==> src/rtl/sextium_pkg.sv <==
// Shared constants, state encoding and power-of-ten helper for the Sextium III syscall unit.
package sextium_pkg;

    localparam int unsigned SYS_HALT  = 0;
    localparam int unsigned SYS_READ  = 1;
    localparam int unsigned SYS_WRITE = 2;

    localparam logic [7:0] CH_0     = 8'h30;
    localparam logic [7:0] CH_9     = 8'h39;
    localparam logic [7:0] CH_MINUS = 8'h2D;
    localparam logic [7:0] CH_NL    = 8'h0A;

    typedef enum logic [3:0] {
        ST_IDLE,
        ST_DISPATCH,
        ST_RD,
        ST_WR_SIGN,
        ST_WR_DIG,
        ST_WR_EMIT,
        ST_WR_NL,
        ST_FINISH,
        ST_HALT
    } state_t;

    // 10^k for k in 0..9; larger k saturates at 10^9.
    function automatic logic [63:0] pow10(input int unsigned k);
        logic [63:0] p;
        p = 64'd1;
        for (int unsigned i = 0; i < 9; i++) begin
            if (i < k) begin
                p = p * 64'd10;
            end
        end
        return p;
    endfunction

endpackage

==> src/rtl/dec_digit_gen.sv <==
// Extracts one decimal digit of mag at position k by repeated subtraction of 10^k.
module dec_digit_gen
    import sextium_pkg::*;
#(
    parameter int unsigned WIDTH = 16,
    parameter int unsigned KW    = 3
) (
    input  logic             clock,
    input  logic             reset,
    input  logic             start,
    input  logic [WIDTH-1:0] mag,
    input  logic [KW-1:0]    k,
    output logic [3:0]       digit,
    output logic             done,
    output logic [WIDTH-1:0] rest
);

    logic             busy;
    logic [WIDTH-1:0] pow;

    assign pow = WIDTH'(pow10(32'(k)));

    // One subtraction per cycle; done pulses once the remainder drops below 10^k.
    always_ff @(posedge clock) begin
        if (!reset) begin
            busy  <= 1'b0;
            done  <= 1'b0;
            digit <= 4'd0;
            rest  <= '0;
        end else begin
            done <= 1'b0;
            if (start) begin
                rest  <= mag;
                digit <= 4'd0;
                busy  <= 1'b1;
            end else if (busy) begin
                if (rest >= pow) begin
                    rest  <= rest - pow;
                    digit <= digit + 4'd1;
                end else begin
                    busy <= 1'b0;
                    done <= 1'b1;
                end
            end
        end
    end

endmodule

==> src/rtl/syscall_unit.sv <==
// SYSCALL service unit: HALT, READ (parse decimal from rx) and WRITE (print DR to tx).
module syscall_unit
    import sextium_pkg::*;
#(
    parameter int unsigned WIDTH  = 16,
    parameter int unsigned DIGITS = 5
) (
    input  logic             clock,
    input  logic             reset,
    input  logic             runio,
    input  logic [WIDTH-1:0] code_in,
    input  logic [WIDTH-1:0] dr_in,
    output logic             iobusy,
    output logic [WIDTH-1:0] io_out,
    output logic             halted,
    input  logic [7:0]       rx_data,
    input  logic             rx_valid,
    output logic             rx_ready,
    output logic [7:0]       tx_data,
    output logic             tx_valid,
    input  logic             tx_ready
);

    localparam int unsigned   KW    = (DIGITS > 1) ? $clog2(DIGITS) : 1;
    localparam logic [KW-1:0] K_TOP = KW'(DIGITS - 1);

    state_t           state, state_nxt;
    logic [WIDTH-1:0] code, dr, mag, acc;
    logic             neg, seen_digit, lead;
    logic [KW-1:0]    k;

    logic             gen_start, gen_done;
    logic [3:0]       gen_digit;
    logic [WIDTH-1:0] gen_rest;

    logic             tx_valid_nxt, rx_ready_nxt, halted_nxt;
    logic [7:0]       tx_data_nxt;
    logic [WIDTH-1:0] io_out_nxt;

    logic rx_fire, tx_fire, dr_neg, rx_is_digit, rx_is_nl, emit_digit;

    assign rx_fire     = rx_valid && rx_ready;
    assign tx_fire     = tx_valid && tx_ready;
    assign dr_neg      = dr[WIDTH-1];
    assign rx_is_digit = (rx_data >= CH_0) && (rx_data <= CH_9);
    assign rx_is_nl    = (rx_data == CH_NL);
    // A digit prints once a nonzero digit has appeared, or always at the units place.
    assign emit_digit  = (gen_digit != 4'd0) || !lead || (k == '0);
    assign iobusy      = runio && (state != ST_FINISH);

    dec_digit_gen #(.WIDTH(WIDTH), .KW(KW)) u_digit (
        .clock (clock),
        .reset (reset),
        .start (gen_start),
        .mag   (mag),
        .k     (k),
        .digit (gen_digit),
        .done  (gen_done),
        .rest  (gen_rest)
    );

    // State register.
    always_ff @(posedge clock) begin
        if (!reset) state <= ST_IDLE;
        else        state <= state_nxt;
    end

    // Next-state logic and digit-extractor kick-off.
    always_comb begin
        state_nxt = state;
        gen_start = 1'b0;
        case (state)
            ST_IDLE:     if (runio) state_nxt = ST_DISPATCH;
            ST_DISPATCH: begin
                if      (code == WIDTH'(SYS_HALT))  state_nxt = ST_HALT;
                else if (code == WIDTH'(SYS_READ))  state_nxt = ST_RD;
                else if (code == WIDTH'(SYS_WRITE)) state_nxt = ST_WR_SIGN;
                else                                state_nxt = ST_FINISH;
            end
            ST_RD:       if (rx_fire && rx_is_nl) state_nxt = ST_FINISH;
            ST_WR_SIGN: begin
                if (!dr_neg || tx_fire) begin
                    state_nxt = ST_WR_DIG;
                    gen_start = 1'b1;
                end
            end
            ST_WR_DIG: begin
                if (gen_done) begin
                    if (emit_digit) state_nxt = ST_WR_EMIT;
                    else            gen_start = 1'b1;
                end
            end
            ST_WR_EMIT: begin
                if (tx_fire) begin
                    if (k == '0) begin
                        state_nxt = ST_WR_NL;
                    end else begin
                        state_nxt = ST_WR_DIG;
                        gen_start = 1'b1;
                    end
                end
            end
            ST_WR_NL:    if (tx_fire) state_nxt = ST_FINISH;
            ST_FINISH:   if (!runio) state_nxt = ST_IDLE;
            ST_HALT:     state_nxt = ST_HALT;
            default:     state_nxt = ST_IDLE;
        endcase
    end

    // Next values of the registered outputs, derived from the upcoming state.
    always_comb begin
        tx_valid_nxt = 1'b0;
        tx_data_nxt  = tx_data;
        rx_ready_nxt = (state_nxt == ST_RD);
        io_out_nxt   = io_out;
        halted_nxt   = halted || (state_nxt == ST_HALT);
        case (state_nxt)
            ST_WR_SIGN: begin
                if (dr_neg) begin
                    tx_valid_nxt = 1'b1;
                    tx_data_nxt  = CH_MINUS;
                end
            end
            ST_WR_EMIT: begin
                tx_valid_nxt = 1'b1;
                if (state == ST_WR_DIG) tx_data_nxt = CH_0 + {4'b0000, gen_digit};
            end
            ST_WR_NL: begin
                tx_valid_nxt = 1'b1;
                tx_data_nxt  = CH_NL;
            end
            default: ;
        endcase
        if (state == ST_RD && rx_fire && rx_is_nl) begin
            io_out_nxt = neg ? -acc : acc;
        end
    end

    // Output registers.
    always_ff @(posedge clock) begin
        if (!reset) begin
            tx_valid <= 1'b0;
            tx_data  <= 8'h00;
            rx_ready <= 1'b0;
            io_out   <= '0;
            halted   <= 1'b0;
        end else begin
            tx_valid <= tx_valid_nxt;
            tx_data  <= tx_data_nxt;
            rx_ready <= rx_ready_nxt;
            io_out   <= io_out_nxt;
            halted   <= halted_nxt;
        end
    end

    // Operand latch, READ accumulator and WRITE digit position.
    always_ff @(posedge clock) begin
        if (!reset) begin
            code       <= '0;
            dr         <= '0;
            mag        <= '0;
            acc        <= '0;
            neg        <= 1'b0;
            seen_digit <= 1'b0;
            lead       <= 1'b0;
            k          <= '0;
        end else begin
            case (state)
                ST_IDLE: begin
                    if (runio) begin
                        code <= code_in;
                        dr   <= dr_in;
                    end
                end
                ST_DISPATCH: begin
                    acc        <= '0;
                    neg        <= 1'b0;
                    seen_digit <= 1'b0;
                    mag        <= dr_neg ? -dr : dr;
                    lead       <= 1'b1;
                    k          <= K_TOP;
                end
                ST_RD: begin
                    if (rx_fire) begin
                        if (rx_is_digit) begin
                            acc        <= (acc << 3) + (acc << 1) + WIDTH'(rx_data - CH_0);
                            seen_digit <= 1'b1;
                        end else if (rx_data == CH_MINUS && !seen_digit) begin
                            neg <= 1'b1;
                        end
                    end
                end
                ST_WR_DIG: begin
                    if (gen_done) begin
                        if (emit_digit) begin
                            lead <= 1'b0;
                            mag  <= gen_rest;
                        end else begin
                            k <= k - KW'(1);
                        end
                    end
                end
                ST_WR_EMIT: begin
                    if (tx_fire && k != '0) k <= k - KW'(1);
                end
                default: ;
            endcase
        end
    end

endmodule

==> config.mk <==
export PLATFORM = sky130hd
export DESIGN_NAME = syscall_unit
export DESIGN_NICKNAME = d
export VERILOG_FILES = /design/src/rtl/sextium_pkg.sv /design/src/rtl/dec_digit_gen.sv /design/src/rtl/syscall_unit.sv
export SDC_FILE = /design/constraint.sdc
export NUM_CORES = 1
export LEC_CHECK = 0
export BUFFER_PORTS_ARGS = -buffer_cell sky130_fd_sc_hd__buf_4
export CAP_MARGIN = 10
export CELL_PAD_IN_SITES_DETAIL_PLACEMENT = 1
export CELL_PAD_IN_SITES_GLOBAL_PLACEMENT = 1
export CORE_MARGIN = 1
export CORE_UTILIZATION = 37
export CTS_BUF_LIST = sky130_fd_sc_hd__clkbuf_4 sky130_fd_sc_hd__clkbuf_8 sky130_fd_sc_hd__clkbuf_16
export DETAILED_ROUTE_END_ITERATION = 8
export PLACE_DENSITY_LB_ADDON = 0.15
export SETUP_SLACK_MARGIN = 0.2
export SYNTH_ARGS = -nofsm -noshare
export SYNTH_HDL_FRONTEND = slang
export SYNTH_SLANG_ARGS = --single-unit
export TNS_END_PERCENT = 100
==> constraint.sdc <==
create_clock -name clock -period 10.97 [get_ports clock]
set_input_delay 1.6455 -clock clock [delete_from_list [all_inputs] [get_ports clock]]
set_output_delay 1.6455 -clock clock [all_outputs]
set_load 0.02 [all_outputs]
==> results by group <==
Timing
  – Pin slew with the least headroom to its limit: 1.23 ns
  – Post-Route Setup TNS: 0 ns
  – Ratio of final minimum period to clock period: 0.829
  – Slew margin rel.: 0.178
  – Final count of negative-setup-slack endpoints: 0
  – Max frequency: 110 MHz
  – Total count of hold-check failures in the final report: 0
  – Crit path time final: 9.09 ns
  – Clock skew: 0.0109 ns
  – Final count of pins violating max slew: 0
  – RSZ-0062 raised after global routing: false
  – Worst hold slack: 0.456 ns

Routing
  – Iteration-0 DRC Markers: 407
  – Routed Wire Length: 27,300 um
  – Via count: 8,748
  – Post-detailed-route count of antenna-violating nets: 0
  – Detailed-route wire length per cell: 16.9 um
  – Count of TritonRoute iterations in the first routing pass: 4
  – Vias per Instance: 5.42
  – DRC violations left: 0

Floorplan
  – Area of the core: 25,500 um^2
  – Die height: 164 um
  – Effective utilization at floorplan: 0.382
  – Area enclosed by the die boundary: 26,900 um^2
  – Boundary Pins: 73
  – Die X-Extent: 164 um
  – Number of core rows: 58

Critical path
  – Worst r2r path cells: 34
  – Reg-to-reg slack, setup: 1.88 ns
  – Crit Path Category: flop to flop
  – Cell with the largest stage delay on the worst path: sky130_fd_sc_hd__nor2_2
  – Peak fanout along the critical path: 24
  – Critical Path Max Stage Delay: 0.98 ns
  – Endpoint class of the critical path: flop
  – Arrival @ worst endpoint: 9.39 ns
  – Capturing point of the worst reg2reg path: u_digit.rest[11]
  – Most repeated library cell on the critical path: sky130_fd_sc_hd__ha_1
  – CP Launch Point: k[1]
  – Required arrival time at the worst endpoint: 11.26 ns
  – Sort of element at the start of the critical path: flop
  – Source of the worst register-to-register timing path: k[1]

Final layout
  – Number of nets in the final layout: 1,454
  – Fraction of layout cells with a size suffix above 1: 0.110
  – Fill cell total of the finished layout: 3,064
  – Layout area overhead: 14.8%
  – Number of inserted diodes: 0

Clocking
  – CTS Buffer Depth: 2
  – Count of H-tree levels built during CTS: 4
  – Number of buffers added for setup after CTS: 0
  – Clock net sink count: 121
  – Clock latency on the worst-skew pair: 0.42 ns
  – CTS Hold Bufs: 0
  – CTS resizes: 0
  – CTS root buf: sky130_fd_sc_hd__clkbuf_16
  – Total clock buffers created by CTS: 17
  – CTS tree: built
  – Clock slew seen by the registers of the worst setup and hold paths: 0.06 ns

Synthesis
  – Most repeated cell in the gate-level netlist after synthesis: sky130_fd_sc_hd__nand2_1
  – YS warnings: 0
  – FFs w/ async S/R, synth: 0
  – Leading area contributor after synthesis: sky130_fd_sc_hd__dfxtp_1
  – Flip-flop and latch count after synthesis: 121
  – Netlist Area Pre-Place: 9720 um^2
  – Post-synthesis simple-gate area fraction: 0.193
  – Mapped Avg Cell Area: 7.91 um^2
  – Fraction of the yosys area taken by sequential cells: 0.249
  – Multiplexer share of the synthesized area: 0.0349
  – Ranking of synthesized cells by area: sky130_fd_sc_hd__dfxtp_1, sky130_fd_sc_hd__ha_1, sky130_fd_sc_hd__a21oi_1
  – Number of synthesized flops with an enable pin: 0
  – Main combinational cell family by area after synthesis: compound AO/OA/AOI/OAI gates
  – Adder-Cell Fraction of Synth Area: 0.189
  – Post-synthesis xor/xnor area fraction: 0.0672
  – Top flip-flop cell by instance count after synthesis: sky130_fd_sc_hd__dfxtp_1
  – Area fraction of the dominant cell type after synthesis: 0.249
  – Cell count after synthesis: 1,229
  – Fraction of the mapped netlist area in compound gates: 0.213
  – Most used standard cells in the synthesized netlist: sky130_fd_sc_hd__nand2_1, sky130_fd_sc_hd__a21oi_1, sky130_fd_sc_hd__dfxtp_1
  – Cell variety after synth: 76

Placement
  – Count of input and output buffers: 70
  – Final weighted congestion in routability-driven placement: 0.837
  – Final HPWL from detailed placement: 20,800 um

GRT
  – Largest net degree at the start of global routing: 72
  – Initial antenna violation count: 0
  – GRT Total Usage: 0.210
  – Wire length of the first global-routing pass: 45,300 um
  – Residual overflow from global routing: 0
  – Via count of the first global-routing pass: 8,741

Status
  – Outcome: finished clean

Worst hold path
  – Class of the tightest hold or removal check: flop to flop
  – WHS Path Cells: 2
  – Beginning of the worst hold path: code[5]
  – Endpoint of the worst hold path: code[5]

Run
  – Number of violations of the max-capacitance limit: 0

Pwr
  – Total power: 0.00262 W
  – Power density normalized to cell area: 234 nW/um^2
  – Largest voltage drop on the vdd net: 0.115 mV
  – Leakage power summed over all cells: 5.18 nW
[where the power goes]
part           switching (W)  leakage [nW]  internal (W)  total, W
clock               0.000217         0.301      0.000388  0.000605
combinational       0.000861          3.89      0.000567   0.00143
sequential         0.0000765         0.981      0.000506  0.000582
[layout make-up]
cell class	count	area, um^2	share of cell area
Clock buffer	18	439	0.0393
Tap cell	330	413	0.0370
Inverter	76	285	0.0256
Clock inverter	13	194	0.0174
Multi-Input combinational cell	976	6810	0.610
Sequential cell	121	2420	0.217
Timing Repair Buffer	80	601	0.0538
[cells in the final DEF, fill, tap and decap left out, types with 6 or more instances in the layout]
cell and n:
sky130_fd_sc_hd__nand3_1 23, sky130_fd_sc_hd__nor4_1 9, sky130_fd_sc_hd__o31ai_1 8, sky130_fd_sc_hd__a211oi_1 37
sky130_fd_sc_hd__and2_1 9, sky130_fd_sc_hd__nand4_1 9, sky130_fd_sc_hd__and3_1 9, sky130_fd_sc_hd__o21a_1 10
sky130_fd_sc_hd__xnor2_1 38, sky130_fd_sc_hd__clkbuf_16 17, sky130_fd_sc_hd__o211ai_1 6, sky130_fd_sc_hd__ha_1 120
sky130_fd_sc_hd__o21ai_0 64, sky130_fd_sc_hd__fa_1 17, sky130_fd_sc_hd__mux2i_1 26, sky130_fd_sc_hd__nor2b_1 15
sky130_fd_sc_hd__nand2_1 140, sky130_fd_sc_hd__nor2_1 114, sky130_fd_sc_hd__inv_1 74, sky130_fd_sc_hd__a31oi_1 12
sky130_fd_sc_hd__dfxtp_1 121, sky130_fd_sc_hd__a21oi_1 125, sky130_fd_sc_hd__buf_4 80, sky130_fd_sc_hd__mux2_2 7
sky130_fd_sc_hd__nor3_1 22, sky130_fd_sc_hd__xor2_1 34, sky130_fd_sc_hd__a21o_1 20, sky130_fd_sc_hd__or3_1 10
[critical path, delay by kind of cell, from the launching register on]
kind,cells,cell delay (ns)
AO/OA/AOI/OAI,8,1.40
XOR/XNOR,5,0.94
adder cells (fa/ha/maj),10,3.03
buffers and inverters,1,0.17
flip-flops,1,0.67
multiplexers,3,0.87
AND/OR/NAND/NOR,7,1.86
[per-stage QoR]
| step | setup slack (ns) | util | instance area, um^2 | instances |
|---|---|---|---|---|
| after floorplan | 3.37 | - | 9720 | 1230 |
| after global placement | 2.16 | 0.413 | 10500 | 1583 |
| after detailed placement | 1.86 | 0.413 | 10500 | 1583 |
| after CTS | 1.81 | 0.438 | 11200 | 1614 |
| after global routing | 1.14 | 0.438 | 11200 | 1614 |
| final | 1.88 | 0.438 | 11200 | 1614 |
[flip-flops by register name, summed over array words and instances (netlist names), 3 cells and up]
signal         cells
code              16
tx_data            6
dr                16
u_digit.rest      16
k                  3
state              4
acc               16
io_out            16
mag               16
u_digit.digit      4
[logic make-up (layout without fill, tap and decap cells)]
kind of cell | count (synthesis) | in the layout
AOI/OAI and AO/OA | 335 | 335
muxes | 33 | 33
DFF | 121 | 121
xor gates and xnor gates | 73 | 73
other | 1 | 2
buffers and inverters | 133 | 187
and+or+nand+nor | 396 | 396
adders and majority gates | 137 | 137
[layer usage]
metal  wire length, um  up-vias  share of wire  track usage
met5                 0        -              0            0
met4               342        0          0.013       0.0610
met3               897       27          0.033       0.0326
met2             12000      129           0.44        0.329
met1             14000     4147           0.51        0.297
li1                  -     4445              -            -
[worst max path at each step]
stage	to	slack, ns	cells after the start
floorplan	u_digit.rest[15]	3.37	36
global placement	u_digit.rest[14]	2.16	35
detailed placement	u_digit.rest[11]	1.86	35
CTS	u_digit.rest[13]	1.81	35
global route	u_digit.rest[14]	1.14	35
finish	u_digit.rest[11]	1.88	34
Note: power is estimated with default switching activity, not from simulation.
